$ cat src/rtl/adc_spi_master.sv
// Byte-wide SPI master for the ADC configuration port: shifts one command byte
// out on MOSI while capturing the byte returned on MISO.
//
// state | meaning
// IDLE  | waiting for an accepted transmit request, SCLK parked at CPOL
// SHIFT | generating 16 SCLK edges, driving MOSI and sampling MISO
// DONE  | one cycle: received byte published, ready for the next byte
module adc_spi_master #(
  parameter int CLKS_PER_HALF_BIT = 4,
  parameter int SPI_MODE          = 0
) (
  input  logic       clk,
  input  logic       rstn,
  input  logic [7:0] i_tx_byte,
  input  logic       i_tx_dv,
  output logic       o_tx_ready,
  output logic       o_rx_dv,
  output logic [7:0] o_rx_byte,
  output logic       spi_sclk,
  output logic       spi_mosi,
  input  logic       spi_miso
);

  localparam logic CPOL = ((SPI_MODE >> 1) & 1) != 0;
  localparam logic CPHA = (SPI_MODE & 1) != 0;
  localparam int   HB_W = (CLKS_PER_HALF_BIT > 2) ? $clog2(CLKS_PER_HALF_BIT) : 1;
  localparam logic [HB_W-1:0] HB_LAST = HB_W'(CLKS_PER_HALF_BIT - 1);

  if (SPI_MODE < 0 || SPI_MODE > 3 || CLKS_PER_HALF_BIT < 2) begin : g_bad_param
    $error("adc_spi_master: illegal SPI_MODE or CLKS_PER_HALF_BIT");
  end

  typedef enum logic [1:0] {IDLE, SHIFT, DONE} state_t;

  state_t          state_q, state_d;
  logic [HB_W-1:0] hb_q, hb_d;
  logic [4:0]      edge_q, edge_d, edge_next;
  logic [7:0]      tx_shift_q, tx_shift_d;
  logic [7:0]      rx_shift_q, rx_shift_d;
  logic [7:0]      rx_byte_q, rx_byte_d;
  logic            tx_ready_q, tx_ready_d;
  logic            rx_dv_q, rx_dv_d;
  logic            sclk_q, sclk_d;
  logic            mosi_q, mosi_d;
  logic            leading;

  always_comb begin
    state_d    = state_q;
    hb_d       = hb_q;
    edge_d     = edge_q;
    tx_shift_d = tx_shift_q;
    rx_shift_d = rx_shift_q;
    rx_byte_d  = rx_byte_q;
    tx_ready_d = tx_ready_q;
    rx_dv_d    = 1'b0;
    sclk_d     = sclk_q;
    mosi_d     = mosi_q;
    edge_next  = edge_q + 5'd1;
    leading    = edge_next[0];

    case (state_q)
      IDLE, DONE: begin
        if (i_tx_dv && tx_ready_q) begin
          state_d    = SHIFT;
          tx_shift_d = i_tx_byte;
          hb_d       = '0;
          edge_d     = '0;
          tx_ready_d = 1'b0;
          if (!CPHA) mosi_d = i_tx_byte[7];
        end else begin
          state_d = IDLE;
        end
      end
      SHIFT: begin
        if (hb_q == HB_LAST) begin
          hb_d   = '0;
          sclk_d = ~sclk_q;
          edge_d = edge_next;
          // CPHA=0 samples on leading edges, CPHA=1 on trailing edges
          if (leading != CPHA) rx_shift_d = {rx_shift_q[6:0], spi_miso};
          if (CPHA && leading) begin
            mosi_d     = tx_shift_q[7];
            tx_shift_d = {tx_shift_q[6:0], 1'b0};
          end else if (!CPHA && !leading && edge_next != 5'd16) begin
            mosi_d     = tx_shift_q[6];
            tx_shift_d = {tx_shift_q[6:0], 1'b0};
          end
          if (edge_next == 5'd16) begin
            state_d    = DONE;
            rx_byte_d  = rx_shift_d;
            rx_dv_d    = 1'b1;
            tx_ready_d = 1'b1;
          end
        end else begin
          hb_d = hb_q + 1'b1;
        end
      end
      default: state_d = IDLE;
    endcase
  end

  always_ff @(posedge clk or negedge rstn) begin
    if (!rstn) begin
      state_q    <= IDLE;
      hb_q       <= '0;
      edge_q     <= '0;
      tx_shift_q <= '0;
      rx_shift_q <= '0;
      rx_byte_q  <= '0;
      tx_ready_q <= 1'b1;
      rx_dv_q    <= 1'b0;
      sclk_q     <= CPOL;
      mosi_q     <= 1'b0;
    end else begin
      state_q    <= state_d;
      hb_q       <= hb_d;
      edge_q     <= edge_d;
      tx_shift_q <= tx_shift_d;
      rx_shift_q <= rx_shift_d;
      rx_byte_q  <= rx_byte_d;
      tx_ready_q <= tx_ready_d;
      rx_dv_q    <= rx_dv_d;
      sclk_q     <= sclk_d;
      mosi_q     <= mosi_d;
    end
  end

  assign o_tx_ready = tx_ready_q;
  assign o_rx_dv    = rx_dv_q;
  assign o_rx_byte  = rx_byte_q;
  assign spi_sclk   = sclk_q;
  assign spi_mosi   = mosi_q;

endmodule
$ cat config.mk
export PLATFORM = sky130hd
export DESIGN_NAME = adc_spi_master
export DESIGN_NICKNAME = d
export VERILOG_FILES = /design/src/rtl/adc_spi_master.sv
export SDC_FILE = /design/constraint.sdc
export NUM_CORES = 1
export LEC_CHECK = 0
export BUFFER_PORTS_ARGS = -buffer_cell sky130_fd_sc_hd__buf_2
export CAP_MARGIN = 20
export CORE_ASPECT_RATIO = 1.1
export CORE_MARGIN = 2
export CORE_UTILIZATION = 60
export CTS_CLUSTER_DIAMETER = 100
export DETAILED_ROUTE_END_ITERATION = 10
export PLACE_DENSITY_LB_ADDON = 0.3
export REMOVE_ABC_BUFFERS = 1
export SLEW_MARGIN = 20
export SYNTH_ARGS = -nofsm -noshare
export SYNTH_HDL_FRONTEND = slang
export SYNTH_SLANG_ARGS = --single-unit
export TNS_END_PERCENT = 10
$ cat constraint.sdc
create_clock -name clk -period 5.24 [get_ports clk]
set_clock_uncertainty 0.2 [all_clocks]
set_input_delay 1.048 -clock clk [delete_from_list [all_inputs] [get_ports clk]]
set_output_delay 1.048 -clock clk [all_outputs]
set_load 0.02 [all_outputs]
After elaboration in Yosys (flattened, before gate mapping):

Index checks and enable logic that the tools add are counted.

* flip-flop bits (word level): 36
* latch bits: 0
* memory bits (writable): 0
* memory bits (read-only): 0
* output and inout port bits: 12
* logic and storage cells: 61
* memories kept: 0

* $add $sub $neg: 2
* $mul: 0
* divide/modulo/power cells: 0
* $lt $le $gt $ge: 0
* equal/unequal tests: 9
* shifts and indexed selects: 0
* multiplexer cells: 26
* bitwise operators: 1
* reduce and logical (&&, ||, !) cells: 13

Operator list (number)
* $mux 7: 3
* $pmux 7 s2: 1
* $mux 1: 10
* $mux 5: 2
* $pmux 5 s2: 1
* $mux 2: 4
* $mux 8: 1
* $ne 2x2->1 const B: 4
* $pmux 2 s2: 2
* $reduce_and 4->1: 2
* $reduce_and 2->1: 3
* $reduce_and 3->1: 2
* $add 5x1->5 const B: 1
* $eq 5x5->1 const B: 1
* $ne 5x5->1 const B: 1
* $eq 2x2->1 const B: 2
* $pmux 1 s2: 2
* $add 2x1->2 const B: 1
* $eq 2x1->1 const B: 1
* $logic_and 1x1->1: 2
* $logic_not 2->1: 1
* $reduce_bool 2->1: 1
* $reduce_or 2->1: 1
* $logic_not 1->1: 1
* $not 1->1: 1

Depth between registers and ports, before layout:

Gate-level depths: netlist (run 1).

* depth in word-level cells: 6
* mapped depth: 6

Worst setup path before layout (run 1):

No wires, ideal clock.

* path kind: input to register
* start: in i_tx_dv
* end: reg tx_shift_q[5]
* setup time: 0.087 ns
* arrival time: 1.838 ns
* data required time: 4.953 ns
* path slack: 3.115 ns
* stages on the path: 5
* buffers on the path: 1
* cell sequence: and3b_1 > buf_2 > a31oi_2 > a211oi_1 > a22oi_1

* cells in the longest elaborated chain, start to end: 3

Ends and longest elaborated chain
* start: declaration: RTL line 15 `input logic i_tx_dv,`
* $logic_and 1x1->1: RTL line 63 `if (i_tx_dv && tx_ready_q) begin`
* $ne 2x2->1 (no line)
* $reduce_and 4->1 (no line)
* end signal: assignment: RTL line 118 `tx_shift_q <= tx_shift_d;`
* end: declaration: RTL line 38 `logic [7:0] tx_shift_q, tx_shift_d;`

Every way passes these cells.
A chain may end at the register's enable or synchronous reset.

Worst setup path in the final report (run 1):

* start: reg edge_q[0]
* end: reg rx_byte_q[3] (netlist: o_rx_byte[3])

* cells in the longest elaborated chain, start to end: 3

Ends and longest elaborated chain
* start: declaration: RTL line 37 `logic [4:0] edge_q, edge_d, edge_next;`
* start signal: assignment: RTL line 117 `edge_q <= edge_d;`
* $add 5x1->5 (*): RTL line 58 `edge_next = edge_q + 5'd1;`
* $eq 5x5->1: RTL line 88 `if (edge_next == 5'd16) begin`
* $reduce_and 3->1 (no line)
* end signal: assignment: RTL line 120 `rx_byte_q <= rx_byte_d;`
* end: declaration: RTL line 40 `logic [7:0] rx_byte_q, rx_byte_d;`

Every way passes the cells marked *; elsewhere a longest branch is shown, timed or not.

==> impl_metrics.py, run 1 <==
metrics = {
    "global_route": {
        "grt_pass1_vias": 1153,
        "grtUsageTotal_pct": 20.7,
        "grt_pass1_wl_um": 5380,
        "antenna_found_initial": 0,
        "grt_max_degree": 37,
        "grt-ovfl-total": 0,
    },
    "critical_path": {
        "path_cells": "ha_1 > nand2_1 > a21oi_2 > nand4_2 > mux2_4",
        "worst-path-max-fanout": 15,
        "cpLargestDelayFamily": "flip-flops",
        "critPathMaxStageDelay_ps": 770,
        "cp-end-kind": "flip-flop",
        "crit_type": "reg2reg",
        "cp-start-kind": "flip-flop",
        "cp_data_required_time_ps": 5260,
        "worst-endpoint-arrival_ps": 2600,
        "cpMaxStageDelayCell": "dfrtp_1",
        "crit_buf_inv": 0,
    },
    "timing": {
        "hold_viol": 0,
        "drv_slew": 0,
        "timing.fmax_mhz": 388,
        "setup_tns_ps": 0,
        "setup_viol": 0,
        "max_slew.worst_pin.slew_ps": 772,
        "rsz0062_at_grt": "no",
        "final.period_utilization_pct": 49.2,
        "slew_headroom_pct": 48.5,
        "min_period_ps": 2580,
    },
    "clocking": {
        "clock_latency_ps": 340,
        "cts_sinks": 36,
        "path_clk_slew_ps": 100,
        "postCtsSetupRepairBufs": 0,
        "holdBufCountCts": 0,
        "tritoncts": "built",
        "cts_buffers": 5,
        "ctsLongestPathBuffers": 2,
        "clock-root-buffer": "clkbuf_4",
        "cts_resized": 0,
        "htreeDepth": 2,
    },
    "final_layout": {
        "nFillCells": 216,
        "seqCellArea_um2": 902,
        "nNetsFinal": 180,
        "layout_common_cells": "35 x dfrtp_1, 23 x buf_2, 17 x mux2_2",
        "antennaDiodeCount": 0,
        "layout_commonest_cell": "dfrtp_1",
        "multiInputGateArea_um2": 815,
        "syn2layout_area_growth_pct": 10.1,
        "drive_above_1_share_pct": 39.5,
        "final_cell_area_um2": 1950,
        "post-route-util_pct": 69.7,
    },
    "floorplan": {
        "die_x_um": 55.8,
        "die_area_um2": 3410,
        "fp.dieH_um": 61.0,
        "core_area_um2": 2800,
        "ios": 24,
        "initial_core_util_pct": 63.3,
        "rows": 20,
    },
    "logic_synthesis": {
        "ys_types": 41,
        "syn-instance-count": 143,
        "ys_ff_latch": 36,
        "synth_flop_cell": "dfrtp_1",
        "synth-seq-area-share_pct": 50.8,
        "avgSynthCellArea_um2": 12.4,
        "netlist_area_um2": 1770,
        "ys_warn_count": 0,
        "synth_edf_count": 0,
        "ys_async_sr_fraction_pct": 100,
    },
    "drt": {
        "wl_met3_um": 153,
        "drcViolationCount": 0,
        "drt_pass1_iterations": 4,
        "vias": 1165,
        "wl_met1_um": 1330,
        "dr.max_layer_used": "met4",
        "drt-initial-drc-count": 42,
        "viasPerCell": 5.83,
        "wl_per_cell_um": 15.4,
        "wirelength_um": 3080,
        "drtAntennaViolNets": 0,
        "wl_met2_um": 1570,
    },
    "pwr": {
        "power_density_nw_per_um2": 239,
        "peakVddDrop_mv": 0.255,
        "p_leak_nw": 0.937,
    },
    "placed_design": {
        "port_buffers": 23,
        "placed_area_um2": 1880,
        "place_hpwl_um": 2100,
        "gp_congestion": 0.826,
    },
    "job": {
        "max_cap_violations": 0,
    },
    "status": {
        "outcome": "finished, final reports clean",
    },
    "hold_path": {
        "min_path_type": "reg2reg",
    },
}
## stage by stage
step / hold slack (ps) / cells / setup WS (ps) / power (mW)
2_1_floorplan: 262 / 136 / 3040 / 0.294
3_3_place_gp: 255 / 192 / 2700 / 0.304
3_5_place_dp: 258 / 192 / 2690 / 0.305
4_1_cts: 282 / 200 / 2660 / 0.475
5_1_grt: 304 / 200 / 2500 / 0.491
6_report: 279 / 200 / 2660 / 0.467
## power breakdown
group | switching, mW | internal (mW)
Clock | 0.0887 | 0.0790
Sequential | 0.00252 | 0.281
Combinational | 0.00834 | 0.00749
Total | 0.0996 | 0.367
## synth_stat cells (3+ instances only)
master     n  share of area, %
nand2_1   10               2.1
o21ai_0    3              0.85
a211oi_1   7               3.0
nor2_1     7               1.5
nand3_1    4               1.1
a22oi_1    7               3.0
mux2_4     7               5.9
dfrtp_1   35                49
inv_1      3              0.63
and2_1     6               2.1
mux2_2    17                11
## layout make-up
class,count,area share (%)
clock buffer,8,3.52
inverter,3,0.577
multi-input combinational,97,41.7
sequential,36,46.2
tap,33,2.11
timing repair buffer,23,5.89
## worst register-to-register path: stages (launching register included)
cell	delay, ps
dfrtp_1	770
ha_1	400
nand2_1	100
a21oi_2	140
nand4_2	420
mux2_4	450
## routing by layer
metal	vias up	track usage, %
li1	565	-
met1	565	25.3
met3	3	6.30
met5	-	0
met4	0	6.46
met2	32	36.1
## cell families after synthesis
logic type,share of synthesized area (%)
compound gates,11.7
xor+xnor,1.90
fa+ha+maj,1.41
buf+inv,3.24
flops,50.8
mux,17.8
simple gates,13.0
## state kept, by name, indices dropped and copies added (netlist names)
name,cells
o_rx_byte,8
rx_shift_q,8
tx_shift_q,7
edge_q,5
hb_q,2
state_q,2
o_rx_dv,1
o_tx_ready,1
spi_mosi,1
spi_sclk,1
## final timing paths
path	startpoint	endpoint	slack [ps]	cells past startpoint
setup / recovery	edge_q[0]	o_rx_byte[3]	2660	5
hold / removal	spi_sclk	spi_sclk	280	1
setup reg to reg	edge_q[0]	o_rx_byte[3]	2660	5
hold reg to reg	spi_sclk	spi_sclk	280	1
max in group asynchronous	rstn	o_rx_byte[3]	3770	1
min in group asynchronous	rstn	tx_shift_q[6]	570	1
Note: power is estimated with default switching activity, not from simulation.
==> run 2, diff against run 1 <==
- CORE_UTILIZATION: 60 -> 56
- clock period: 5.24 -> 2.4 ns (I/O delays scaled with it)
==> run 2 against run 1 <==
The flow now finishes with violations (negative hold slack). Critical path depth shrank 1. Sequential share of layout area shrank 0.089 points. Total power grew 110%. Clock-buffer cell count shrank 3. Non-clock buffer count grew 2. Utilization shrank 5.5 points. First-iteration DRC count grew 38%. Fmax grew 29%. Wire length grew 4.1%. Global-route usage grew 0.073 points. Final cell count grew 1.5%. Critical endpoint is now rx_shift_q[4]. Largest power group unchanged. Highest routed layer unchanged.
==> impl_metrics.py, run 2 (synthesis results as in run 1) <==
metrics = {
    "timing": {
        "setup_viol": 0,
        "hold_viol": 8,
        "drv_slew": 0,
        "timing.fmax_mhz": 500,
        "final.period_utilization_pct": 83.3,
        "max_slew.worst_pin.slew_ps": 770,
        "holdWs_ps": -5.42,
        "min_period_ps": 2000,
        "setup_tns_ps": 0,
        "fin_ws_ps": 400,
        "slew_headroom_pct": 48.7,
        "rsz0062_at_grt": "no",
    },
    "floorplan": {
        "die_x_um": 57.7,
        "rows": 21,
        "ios": 24,
        "initial_core_util_pct": 58.2,
        "die_area_um2": 3630,
        "fp.dieH_um": 63.0,
        "core_area_um2": 3050,
    },
    "placed_design": {
        "preCtsSetupSlack_ps": 402,
        "port_buffers": 23,
        "placed_area_um2": 1900,
        "place_inst": 195,
        "place_hpwl_um": 2260,
        "gp_congestion": 0.773,
    },
    "hold_path": {
        "min_path_type": "in2async",
    },
    "final_layout": {
        "antennaDiodeCount": 0,
        "drive_above_1_share_pct": 40.8,
        "nFillCells": 259,
        "layout_commonest_cell": "dfrtp_1",
        "final_cell_area_um2": 1960,
        "finalNonFillerCells": 203,
        "syn2layout_area_growth_pct": 10.3,
        "multiInputGateArea_um2": 815,
        "nNetsFinal": 182,
        "layout_common_cells": "35 x dfrtp_1, 23 x buf_2, 17 x mux2_2",
        "seqCellArea_um2": 902,
    },
    "critical_path": {
        "worst-endpoint-arrival_ps": 2040,
        "worst-path-max-fanout": 9,
        "crit_type": "reg2reg",
        "cp-start-kind": "flip-flop",
        "cp-end-kind": "flip-flop",
        "cp_data_required_time_ps": 2440,
    },
    "global_route": {
        "grt_pass1_vias": 1194,
        "grt_pass1_wl_um": 5600,
        "grt-ovfl-total": 0,
        "grtUsageTotal_pct": 20.7,
        "antenna_found_initial": 0,
        "grt_max_degree": 37,
    },
    "drt": {
        "viasPerCell": 5.79,
        "vias": 1176,
        "drt-initial-drc-count": 58,
        "drcViolationCount": 0,
        "drtAntennaViolNets": 0,
        "wirelength_um": 3210,
        "wl_per_cell_um": 15.8,
        "drt_pass1_iterations": 4,
    },
    "clocking": {
        "postCtsSetupRepairBufs": 0,
        "cts_sinks": 36,
        "holdBufCountCts": 0,
        "clock_latency_ps": 350,
        "cts_buffers": 5,
        "ctsLongestPathBuffers": 2,
        "cts_resized": 0,
        "tritoncts": "built",
        "htreeDepth": 2,
        "clock-root-buffer": "clkbuf_4",
        "path_clk_slew_ps": 120,
    },
    "pwr": {
        "p_leak_nw": 0.943,
        "peakVddDrop_mv": 0.362,
        "power_density_nw_per_um2": 496,
    },
    "status": {
        "outcome": "finished with violations",
        "violations": "negative hold slack",
    },
    "job": {
        "max_cap_violations": 0,
    },
}
[run 2: changes by cell type in the layout (fill, tap and decap cells not counted), sizes merged]
| cell | delta |
|---|---|
| clkbuf | -3 |
| clkinv | +3 |
| buf | +2 |
[run 2: area by class of cell]
class	instances	share of cell area (%)
inverter	3	0.575
tap	34	2.17
timing repair buffer	25	6.65
clock inverter	3	0.959
multi-input combinational	97	41.6
sequential	36	46.1
clock buffer	5	1.92
[run 2: metrics by stage]
step / util [%] / power [mW]
floorplan: - / 0.642
global placement: 62.4 / 0.665
detailed placement: 62.4 / 0.666
CTS: 64.2 / 0.987
global route: 64.2 / 1.03
finish: 64.2 / 0.972
[run 2: worst paths after layout]
kind	from	to	slack, ps	cells past startpoint
max	hb_q[0]	rx_shift_q[4]	400	4
min	rstn	edge_q[1]	-5	1
max reg2reg	hb_q[0]	rx_shift_q[4]	400	4
min reg2reg	spi_sclk	spi_sclk	280	1
max in group asynchronous	rstn	tx_shift_q[4]	1500	1
min in group clk	spi_miso	rx_shift_q[0]	170	2
[run 2: power by group]
group	leakage, nW	total, mW	switching (mW)	internal [mW]
clock network	0.0349	0.318	0.206	0.112
logic	0.452	0.0343	0.0180	0.0163
registers	0.456	0.619	0.00593	0.613
[run 2: per-layer routing]
layer  track usage, %  vias to the layer above  wire (um)
met5                0                        -          0
met4             11.3                        0         78
met3             4.35                        7        129
met2             32.1                       31       1600
met1             26.8                      574       1400
li1                 -                      564          -
[run 2: critical path, cell delays in order (launching register included)]
cell and delay (ps):
dfrtp_1 400, ha_1 380, nand2_1 240, nor2_4 300
mux2_2 370
